<file path="config.mk">
export PLATFORM = sky130hd
export DESIGN_NAME = split_join_ctl
export DESIGN_NICKNAME = d
export VERILOG_FILES = /design/src/rtl/split_join_ctl.sv
export SDC_FILE = /design/constraint.sdc
export NUM_CORES = 1
export LEC_CHECK = 0
export ABC_AREA = 1
export BUFFER_PORTS_ARGS = -buffer_cell sky130_fd_sc_hd__buf_2
export CAP_MARGIN = 30
export CORE_AREA = 3 3 78 80
export CTS_CLUSTER_SIZE = 20
export DETAILED_ROUTE_END_ITERATION = 7
export DIE_AREA = 0 0 81 83
export GPL_ROUTABILITY_DRIVEN = 0
export PLACE_DENSITY = 0.84
export REMOVE_ABC_BUFFERS = 1
export SYNTH_ARGS = -nofsm -noshare
export SYNTH_HDL_FRONTEND = slang
export SYNTH_SLANG_ARGS = --single-unit
</file>
<file path="constraint.sdc">
create_clock -name clk -period 2.5 [get_ports clk]
set_clock_uncertainty 0.2 [all_clocks]
set_input_delay 0.125 -clock clk [delete_from_list [all_inputs] [get_ports clk]]
set_output_delay 0.125 -clock clk [all_outputs]
set_load 0.05 [all_outputs]
</file>
<file path="src/rtl/split_join_ctl.sv">
// Per-warp split/join controller driving the IPDOM divergence stack.
// Optional perf counters are enabled by defining SPLIT_JOIN_PERF_EN.
module split_join_ctl #(
    parameter int NUM_THREADS = 4,
    parameter int PC_WIDTH    = 32
) (
    input  logic                          clk,
    input  logic                          reset,
    input  logic                          split_valid,
    output logic                          split_ready,
    input  logic [NUM_THREADS-1:0]        split_tmask,
    input  logic [NUM_THREADS-1:0]        split_pred,
    input  logic [PC_WIDTH-1:0]           split_else_pc,
    input  logic                          join_valid,
    output logic                          join_ready,
    output logic                          ctl_valid,
    output logic [NUM_THREADS-1:0]        ctl_tmask,
    output logic [PC_WIDTH-1:0]           ctl_pc,
    output logic                          ctl_pc_valid,
    output logic                          ctl_diverged,
    output logic                          stk_push,
    output logic                          stk_pop,
    output logic                          stk_pair,
    output logic [NUM_THREADS+PC_WIDTH-1:0] stk_q1,
    output logic [NUM_THREADS+PC_WIDTH-1:0] stk_q2,
    input  logic [NUM_THREADS+PC_WIDTH-1:0] stk_d,
    input  logic                          stk_index,
    input  logic                          stk_empty,
    input  logic                          stk_full,
    output logic                          err_underflow
`ifdef SPLIT_JOIN_PERF_EN
    ,
    output logic [31:0]                   perf_splits,
    output logic [31:0]                   perf_divergent,
    output logic [7:0]                    perf_max_depth
`endif
);

    localparam int EW = NUM_THREADS + PC_WIDTH;

    typedef enum logic [0:0] {
        ST_IDLE = 1'b0,
        ST_RESP = 1'b1
    } state_t;

    state_t                 state_r;
    state_t                 state_s;
    logic                   split_fire_s;
    logic                   join_fire_s;
    logic                   diverge_s;
    logic [NUM_THREADS-1:0] then_s;
    logic [NUM_THREADS-1:0] else_s;

    // State register
    always_ff @(posedge clk) begin
        if (!reset) begin
            state_r <= ST_IDLE;
        end else begin
            state_r <= state_s;
        end
    end

    // Next-state logic: every accepted request costs exactly one response cycle
    always_comb begin
        state_s = state_r;
        case (state_r)
            ST_IDLE: begin
                if (split_fire_s || join_fire_s) begin
                    state_s = ST_RESP;
                end else begin
                    state_s = ST_IDLE;
                end
            end
            ST_RESP: state_s = ST_IDLE;
            default: state_s = ST_IDLE;
        endcase
    end

    // Handshake, split arithmetic and stack command outputs
    always_comb begin
        then_s       = split_tmask & split_pred;
        else_s       = split_tmask & ~split_pred;
        diverge_s    = (then_s != {NUM_THREADS{1'b0}}) && (else_s != {NUM_THREADS{1'b0}});
        split_ready  = (state_r == ST_IDLE) & ~stk_full & reset;
        join_ready   = (state_r == ST_IDLE) & ~split_valid & reset;
        split_fire_s = split_valid & split_ready;
        join_fire_s  = join_valid & join_ready;
        stk_push     = split_fire_s;
        stk_pop      = join_fire_s & ~stk_empty;
        stk_pair     = 1'b0;
        stk_q1       = {EW{1'b0}};
        stk_q2       = {EW{1'b0}};
        if (split_fire_s) begin
            stk_pair = diverge_s;
            stk_q1   = {split_tmask, {PC_WIDTH{1'b0}}};
            if (diverge_s) begin
                stk_q2 = {else_s, split_else_pc};
            end else begin
                stk_q2 = {EW{1'b0}};
            end
        end else begin
            stk_pair = 1'b0;
        end
    end

    // Registered result pulse and sticky underflow flag
    always_ff @(posedge clk) begin
        if (!reset) begin
            ctl_valid     <= 1'b0;
            ctl_tmask     <= {NUM_THREADS{1'b0}};
            ctl_pc        <= {PC_WIDTH{1'b0}};
            ctl_pc_valid  <= 1'b0;
            ctl_diverged  <= 1'b0;
            err_underflow <= 1'b0;
        end else begin
            ctl_valid     <= split_fire_s | join_fire_s;
            ctl_tmask     <= {NUM_THREADS{1'b0}};
            ctl_pc        <= {PC_WIDTH{1'b0}};
            ctl_pc_valid  <= 1'b0;
            ctl_diverged  <= 1'b0;
            err_underflow <= err_underflow | (join_fire_s & stk_empty);
            if (split_fire_s) begin
                ctl_tmask    <= diverge_s ? then_s : split_tmask;
                ctl_diverged <= diverge_s;
            end else if (join_fire_s) begin
                if (stk_empty) begin
                    ctl_tmask <= {NUM_THREADS{1'b1}};
                end else if (!stk_index) begin
                    // Else half on top: jump to the else path
                    ctl_tmask    <= stk_d[EW-1:PC_WIDTH];
                    ctl_pc       <= stk_d[PC_WIDTH-1:0];
                    ctl_pc_valid <= 1'b1;
                end else begin
                    ctl_tmask <= stk_d[EW-1:PC_WIDTH];
                end
            end
        end
    end

`ifdef SPLIT_JOIN_PERF_EN
    logic [7:0] depth_r;
    logic [7:0] depth_inc_s;

    assign depth_inc_s = depth_r + 8'd1;

    // Split counters and stack depth high-water mark
    always_ff @(posedge clk) begin
        if (!reset) begin
            perf_splits    <= 32'd0;
            perf_divergent <= 32'd0;
            perf_max_depth <= 8'd0;
            depth_r        <= 8'd0;
        end else begin
            if (split_fire_s) begin
                perf_splits <= perf_splits + 32'd1;
            end
            if (split_fire_s && diverge_s) begin
                perf_divergent <= perf_divergent + 32'd1;
            end
            if (stk_push) begin
                depth_r <= depth_inc_s;
                if (depth_inc_s > perf_max_depth) begin
                    perf_max_depth <= depth_inc_s;
                end
            end else if (stk_pop && stk_index && (depth_r != 8'd0)) begin
                depth_r <= depth_r - 8'd1;
            end
        end
    end
`endif

endmodule

</file>
==> results.md, run 1 <==
- Max rail drop VDD: approximately 0.37 mV
- Met1 Resource Use GR: 20.2%
- # fillers: 457
- Grt total ovfl: 0
- CTS tree: done
- Synth Warn #: 0
- Cells after DPL: ~480
- First-pass iteration count of the detailed router: 4
- Htree depth: 2
- CTS Root Cell: clkbuf_8
- First-pass GRT wire length: roughly 11000 µm
- Die ar.: between 6000 and 7000 µm²
- FF-to-FF path depth: 5
- Worst r2r src: state_r$_SDFF_PP0_
- Syn Inst Count: roughly 250
- # setup viols final: 0
- Met3 Use GR: under 10%
- Max Clk Rate: 413 MHz
- Antenna-violating nets left: 0
- CP startpoint kind: primary input
- Crit Path Category: in2reg
- Clock-pin slew on the worst setup and hold paths: 0.07 ns
- Largest net degree at the start of global routing: 38
- I/O pin cnt: 200
- WHS Path Cells: 5
- Post-route cell area: 3480 µm²
- Tightest Pin Transition: between 0.8 and 0.9 ns
- Data required time of the critical path: approximately 2.5 ns
- Nets: 545
- CTS buffer count: 5
- Layout overhead on the synthesized area: 61.2%
- GRT busiest layer: met2
- Slew headroom: 43.7%
- Max Slew Vio Count: 0
- Fin worst setup slack: just over 0.08 ns
- Max_cap viols: 0
- #FFs+latches synth: a little over 40
- Worst hold path class: in2reg
- Critical path's most frequent cell: dlygate4sd3_1
- Antenna cells: 0
- Reg-to-Reg End: ctl_tmask[0]$_SDFF_PN0_
- Crit share post-route: a little over nine tenths
- Fin crit period: 2.42 ns
- Hold_sp: split_pred[1]
- Layout cells sized above 1: between 50% and 60%
- WP buf/inv: 5
- DRC: 0
- Dpl cell area: 2890 µm²
- Crit. End Element: flop
- Antenna violations before repair: 0
- Pwr dens: 468 nW/µm²
- Die span in x: around 81 µm
- GR Util met2: approximately 37%
- Mapped Area: between 2000 and 2500 µm²
- Total wire length: 7140 µm
- PnR Total Power: about 1.6 mW
- Slowest Stage Delay on Critical Path: around 0.58 ns
- Starting density of the core: around two fifths
- Clock latency on the worst-skew pair: about 0.27 ns
- R2R setup slack: 0.26 ns
- Setup slack at placement: 0.523 ns
- Netlist cell types: 21
- CP Max Fanout: 6
- DR WL/cell: 13.4 µm
- LEAKAGE: just over 2 nW
- CTS Sinks: 41
- Min-Delay Endpoint: ctl_tmask[1]$_SDFF_PN0_
- Setup TNS Final: 0 ns
- Core area: around 5500 µm²
- Register area share after synthesis: 38.0%
- Outcome: finished clean
- Utilization after layout: between 60% and 70%
- Worst EP arrival: ~2.4 ns
- CP delay by family, top: buffers and inverters
- Vias per Instance: roughly 4.2
- Vias in the first global route: roughly 2200
- CP max stage cell: dlygate4sd3_1
- Post-DP HPWL: 4910 µm
- Via count: between 2000 and 2500
- CP Cell Sequence: dlygate4sd3_1 > buf_2 > inv_2 > nor3_4 > o211ai_1 > dlygate4sd3_1 > nand2_1 > dlygate4sd3_1
- Final Hold Viols: 0
- Final std cells w/o fill: roughly 530
- Syn_area_per_cell: between 8 and 9 µm²
- Die height: between 80 and 90 µm
- Initial detailed-routing violation count: 52
- Clock buffer depth: 2
- Input/output buffers: approximately 170
- WHS: ~0.018 ns
- GRT Util Overall: 20.0%
- Core Rows: 27
## report_power, final
group          leakage (nW)  total [mW]  internal, mW  switching, mW
logic                  1.64       0.460         0.143          0.317
clock network        0.0540       0.501         0.290          0.210
registers             0.332       0.669         0.665        0.00479
total                  2.02        1.63          1.10          0.532
## registers in the layout, indices dropped and copies added (netlist names)
| name | flops |
|---|---|
| state_r | 1 |
| ctl_diverged | 1 |
| ctl_pc | 32 |
| ctl_tmask | 4 |
| err_underflow | 1 |
| ctl_pc_valid | 1 |
| ctl_valid | 1 |
## cells by family after synthesis
family / share of synthesized area, %
buf+inv: 23.7
other cells: 0.174
simple gates: 36.4
compound gates: 1.74
flops: 38.0
## cell usage in the layout (no fill, tap or decap)
master	synthesis	routed
nor2_1	25	25
nand3_4	2	3
nand3_1	5	5
buf_4	32	3
buf_2	1	167
bufinv_16	0	1
nor3b_1	4	4
conb_1	1	32
clkbuf_8	0	5
nand2_1	24	24
inv_2	0	1
inv_1	49	48
nand2_4	1	1
nor3_4	2	2
dfxtp_1	41	41
clkinv_2	1	2
nor2_2	18	18
dlygate4sd3_1	0	46
nor3_1	1	1
o21a_1	1	1
nor3b_2	28	28
o211ai_1	4	4
## worst reg2reg max path: stages, from the launching register on
cell and delay (ns):
dfxtp_1 0.37, nor3_4 0.31, o211ai_1 0.13, dlygate4sd3_1 0.58, nand2_1 0.07, dlygate4sd3_1 0.53
## what timing repair did
action	CTS	global route
hold buffers	46	0
buffers inserted	0	1
gates resized for setup	0	2
hold endpoints to repair	39	0
setup endpoints to repair	0	38
## area by class of cell
cell class	count	area (µm²)	share of cell area (%)
clock buffer	5	68.8	1.98
clock inverter	2	35.0	1.01
inverter	50	189	5.42
multi-input combinational	148	961	27.6
sequential	41	821	23.6
tap	72	90.1	2.59
timing repair buffer	216	1320	37.9
## layer usage
metal	routed length (µm)	vias to the layer above	share of wire, %
li1	-	1107	-
met1	2500	977	35
met2	3640	132	51
met3	792	16	11
met4	210	0	2.9
met5	0	-	0
## cells in the mapped netlist
master,count,area (µm²)
nand2_4,1,11.3
o211ai_1,4,30.0
o21a_1,1,7.51
inv_1,49,184
conb_1,1,3.75
clkbuf_1,1,3.75
buf_2,1,5.00
nor2_1,25,93.8
nand3_1,5,25.0
buf_1,2,7.51
nor3_4,2,32.5
nor3b_1,4,30.0
nor2_2,18,113
clkinv_2,1,5.00
buf_6,6,67.6
buf_4,32,240
dfxtp_1,41,821
nand2_1,24,90.1
nor3b_2,28,350
nor3_1,1,5.00
nand3_4,2,35.0
## how the worst max path moves through the flow
stage | startpoint | endpoint | slack (ns) | depth (start not counted)
global placement | state_r$_SDFF_PP0_ | stk_q2[20] | 0.55 | 6
floorplan | state_r$_SDFF_PP0_ | stk_q2[0] | -0.21 | 5
global route | reset | ctl_tmask[0]$_SDFF_PN0_ | -0.0008 | 8
detailed placement | state_r$_SDFF_PP0_ | stk_q2[20] | 0.52 | 6
CTS | reset | stk_q2[28] | 0.02 | 9
finish | reset | ctl_tmask[0]$_SDFF_PN0_ | 0.08 | 8
Power figures use the tool's default switching activity.
==> run 2, diff against run 1 <==
--- a/config.mk
+++ b/config.mk
@@ -14,6 +14,7 @@
 export DIE_AREA = 0 0 81 83
 export GPL_ROUTABILITY_DRIVEN = 0
 export PLACE_DENSITY = 0.84
+export RECOVER_POWER = 100
 export REMOVE_ABC_BUFFERS = 1
 export SYNTH_ARGS = -nofsm -noshare
 export SYNTH_HDL_FRONTEND = slang
==> results.md, run 2 (synthesized netlist as in run 1, its figures left out) <==
- Outcome: finished clean
- Final std cells w/o fill: 534 (unchanged)
- First-pass iteration count of the detailed router: 4 (unchanged)
- DR WL/cell: 13.4 µm (+0.55%)
- Die height: 83 µm (unchanged)
- Grt total ovfl: 0 (unchanged)
- Layout overhead on the synthesized area: 58.8%
- CP delay by family, top: buffers and inverters
- PnR Total Power: 1.63 mW (-0.21%)
- Core Rows: 27 (unchanged)
- Fin crit period: 2.42 ns (-0.000262 ns)
- Logic pwr share: 28.1% (about the same)
- Commonest non-fill, non-tap cell in the layout: buf_2
- WP buf/inv: 5 (unchanged)
- Starting density of the core: 39.5% (unchanged)
- Most frequent cells in the layout: buf_2, inv_1, dlygate4sd3_1
- CTS tree: done
- Critical path's most frequent cell: dlygate4sd3_1
- Via count: 2243 (+0.49%)
- Total wire length: 7180 µm (+0.55%)
- Post-DP HPWL: 4910 µm (unchanged)
- R2R setup slack: 0.26 ns (about the same)
- Post-route cell area: 3430 µm² (-1.5%)
- Worst hold path class: in2reg
- Core area: 5470 µm² (unchanged)
- Data required time of the critical path: 2.52 ns (about the same)
- CTS Sinks: 41 (unchanged)
- LEAKAGE: 1.85 nW (-8.9%)
- I/O pin cnt: 200 (unchanged)
- Initial detailed-routing violation count: 57 (+9.6%)
- Clock latency on the worst-skew pair: 0.27 ns (about the same)
- # setup viols final: 0 (unchanged)
- Fin worst setup slack: 0.0819 ns (+0.000262 ns)
- Antenna cells: 0 (unchanged)
- Largest net degree at the start of global routing: 38 (unchanged)
- First-pass GRT wire length: 10700 µm (unchanged)
- Pwr dens: 474 nW/µm² (+1.3%)
- Largest Register: ctl_pc
- Internal power: 1.09 mW (-0.33%)
- Largest register FFs: 32 (unchanged)
- Slew headroom: 43.6% (-0.16 points)
- Top Registers: ctl_pc x32, ctl_tmask x4
- Setup slack at placement: 0.523 ns (unchanged)
- Part of the power in the clock network: 30.7% (about the same)
- Final Hold Viols: 0 (unchanged)
- CTS buffer count: 5 (unchanged)
- Clock buffer depth: 2 (unchanged)
- CP startpoint kind: primary input
- CP Max Fanout: 6 (unchanged)
- Htree depth: 2 (unchanged)
- Worst EP arrival: 2.44 ns (about the same)
- Net switching power: 0.533 mW (about the same)
- CP max stage cell: dlygate4sd3_1
- Input/output buffers: 167 (unchanged)
- Die span in x: 81 µm (unchanged)
- Antenna violations before repair: 0 (unchanged)
- Max_cap viols: 0 (unchanged)
- Max Slew Vio Count: 0 (unchanged)
- Vias per Instance: 4.20 (+0.49%)
- Cells after DPL: 479 (unchanged)
- Sequential share of power: 41.2% (about the same)
- DRC: 0 (unchanged)
- GRT Util Overall: 20.0% (unchanged)
- Dpl cell area: 2890 µm² (unchanged)
- Crit Path Category: in2reg
- Antenna-violating nets left: 0 (unchanged)
- Utilization after layout: 62.7% (-0.96 points)
- Vias in the first global route: 2157 (unchanged)
- Crit. End Element: flop
- Slowest Stage Delay on Critical Path: 0.58 ns (about the same)
- CP Cell Sequence: dlygate4sd3_1 > buf_2 > inv_2 > nor3_4 > o211ai_1 > dlygate4sd3_1 > nand2_1 > dlygate4sd3_1
- Clock-pin slew on the worst setup and hold paths: 0.07 ns (about the same)
- Switching share of power: 32.7% (+0.082 points)
- Max Clk Rate: 414 MHz (about the same)
- Max rail drop VDD: 0.369 mV (-0.32%)
- Die ar.: 6720 µm² (unchanged)
- Nets: 545 (unchanged)
- Layout cells sized above 1: 40.9% (-9.1 points)
- Crit share post-route: 96.7% (about the same)
- CTS Root Cell: clkbuf_8
- Tightest Pin Transition: 0.846 ns (+0.00238 ns)
[run 2: tightest hold or removal path, delay by kind of cell]
family | cells | cell delay [ns]
and+or+nand+nor | 3 | 0.20
buffers and inverters | 2 | 0.14
[run 2: layout make-up]
type | count | area [µm²]
fillers | 485 | 2040
repair buffers | 216 | 1270
multi-input cells | 148 | 961
flip-flops and latches | 41 | 821
inverters | 50 | 189
well taps | 72 | 90.1
clock buffers | 5 | 68.8
clock inverters | 2 | 35.0
[run 2: power groups by stage]
stage	clock network (mW)	logic [mW]	registers, mW
2_1_floorplan	0	0.235	0.724
3_3_place_gp	0	0.390	0.684
3_5_place_dp	0	0.394	0.685
4_1_cts	0.508	0.449	0.669
5_1_grt	0.532	0.485	0.671
6_report	0.500	0.457	0.670
[run 2: metal layers]
metal | vias up | GRT usage [%] | part of all wire, % | wire (µm)
met5 | - | 0 | 0 | 0
met4 | 0 | 8.60 | 2.9 | 210
met3 | 16 | 5.97 | 12 | 834
met2 | 134 | 36.7 | 51 | 3650
met1 | 985 | 20.2 | 35 | 2490
li1 | 1108 | - | - | -
[run 2: final timing paths]
check | cells after the start | from | end
setup / recovery | 8 | reset | ctl_tmask[0]$_SDFF_PN0_
hold / removal | 5 | split_pred[1] | ctl_tmask[1]$_SDFF_PN0_
setup reg to reg | 5 | state_r$_SDFF_PP0_ | ctl_tmask[0]$_SDFF_PN0_
hold reg to reg | 1 | err_underflow$_SDFF_PN0_ | err_underflow$_SDFF_PN0_
[run 2: metrics by stage]
step / setup TNS (ns) / hold WS, ns
2_1_floorplan: -3.57 / -0.00549
3_3_place_gp: 0 / 0.160
3_5_place_dp: 0 / 0.161
4_1_cts: 0 / 0.0135
5_1_grt: -0.000829 / 0.0571
6_report: 0 / 0.0184
[run 2: what timing repair did]
action,in CTS,in global routing
endpoints found under the hold margin,39,0
hold buffers,46,0
resized for setup,0,2
setup endpoints to repair,0,38
setup buffers,0,1
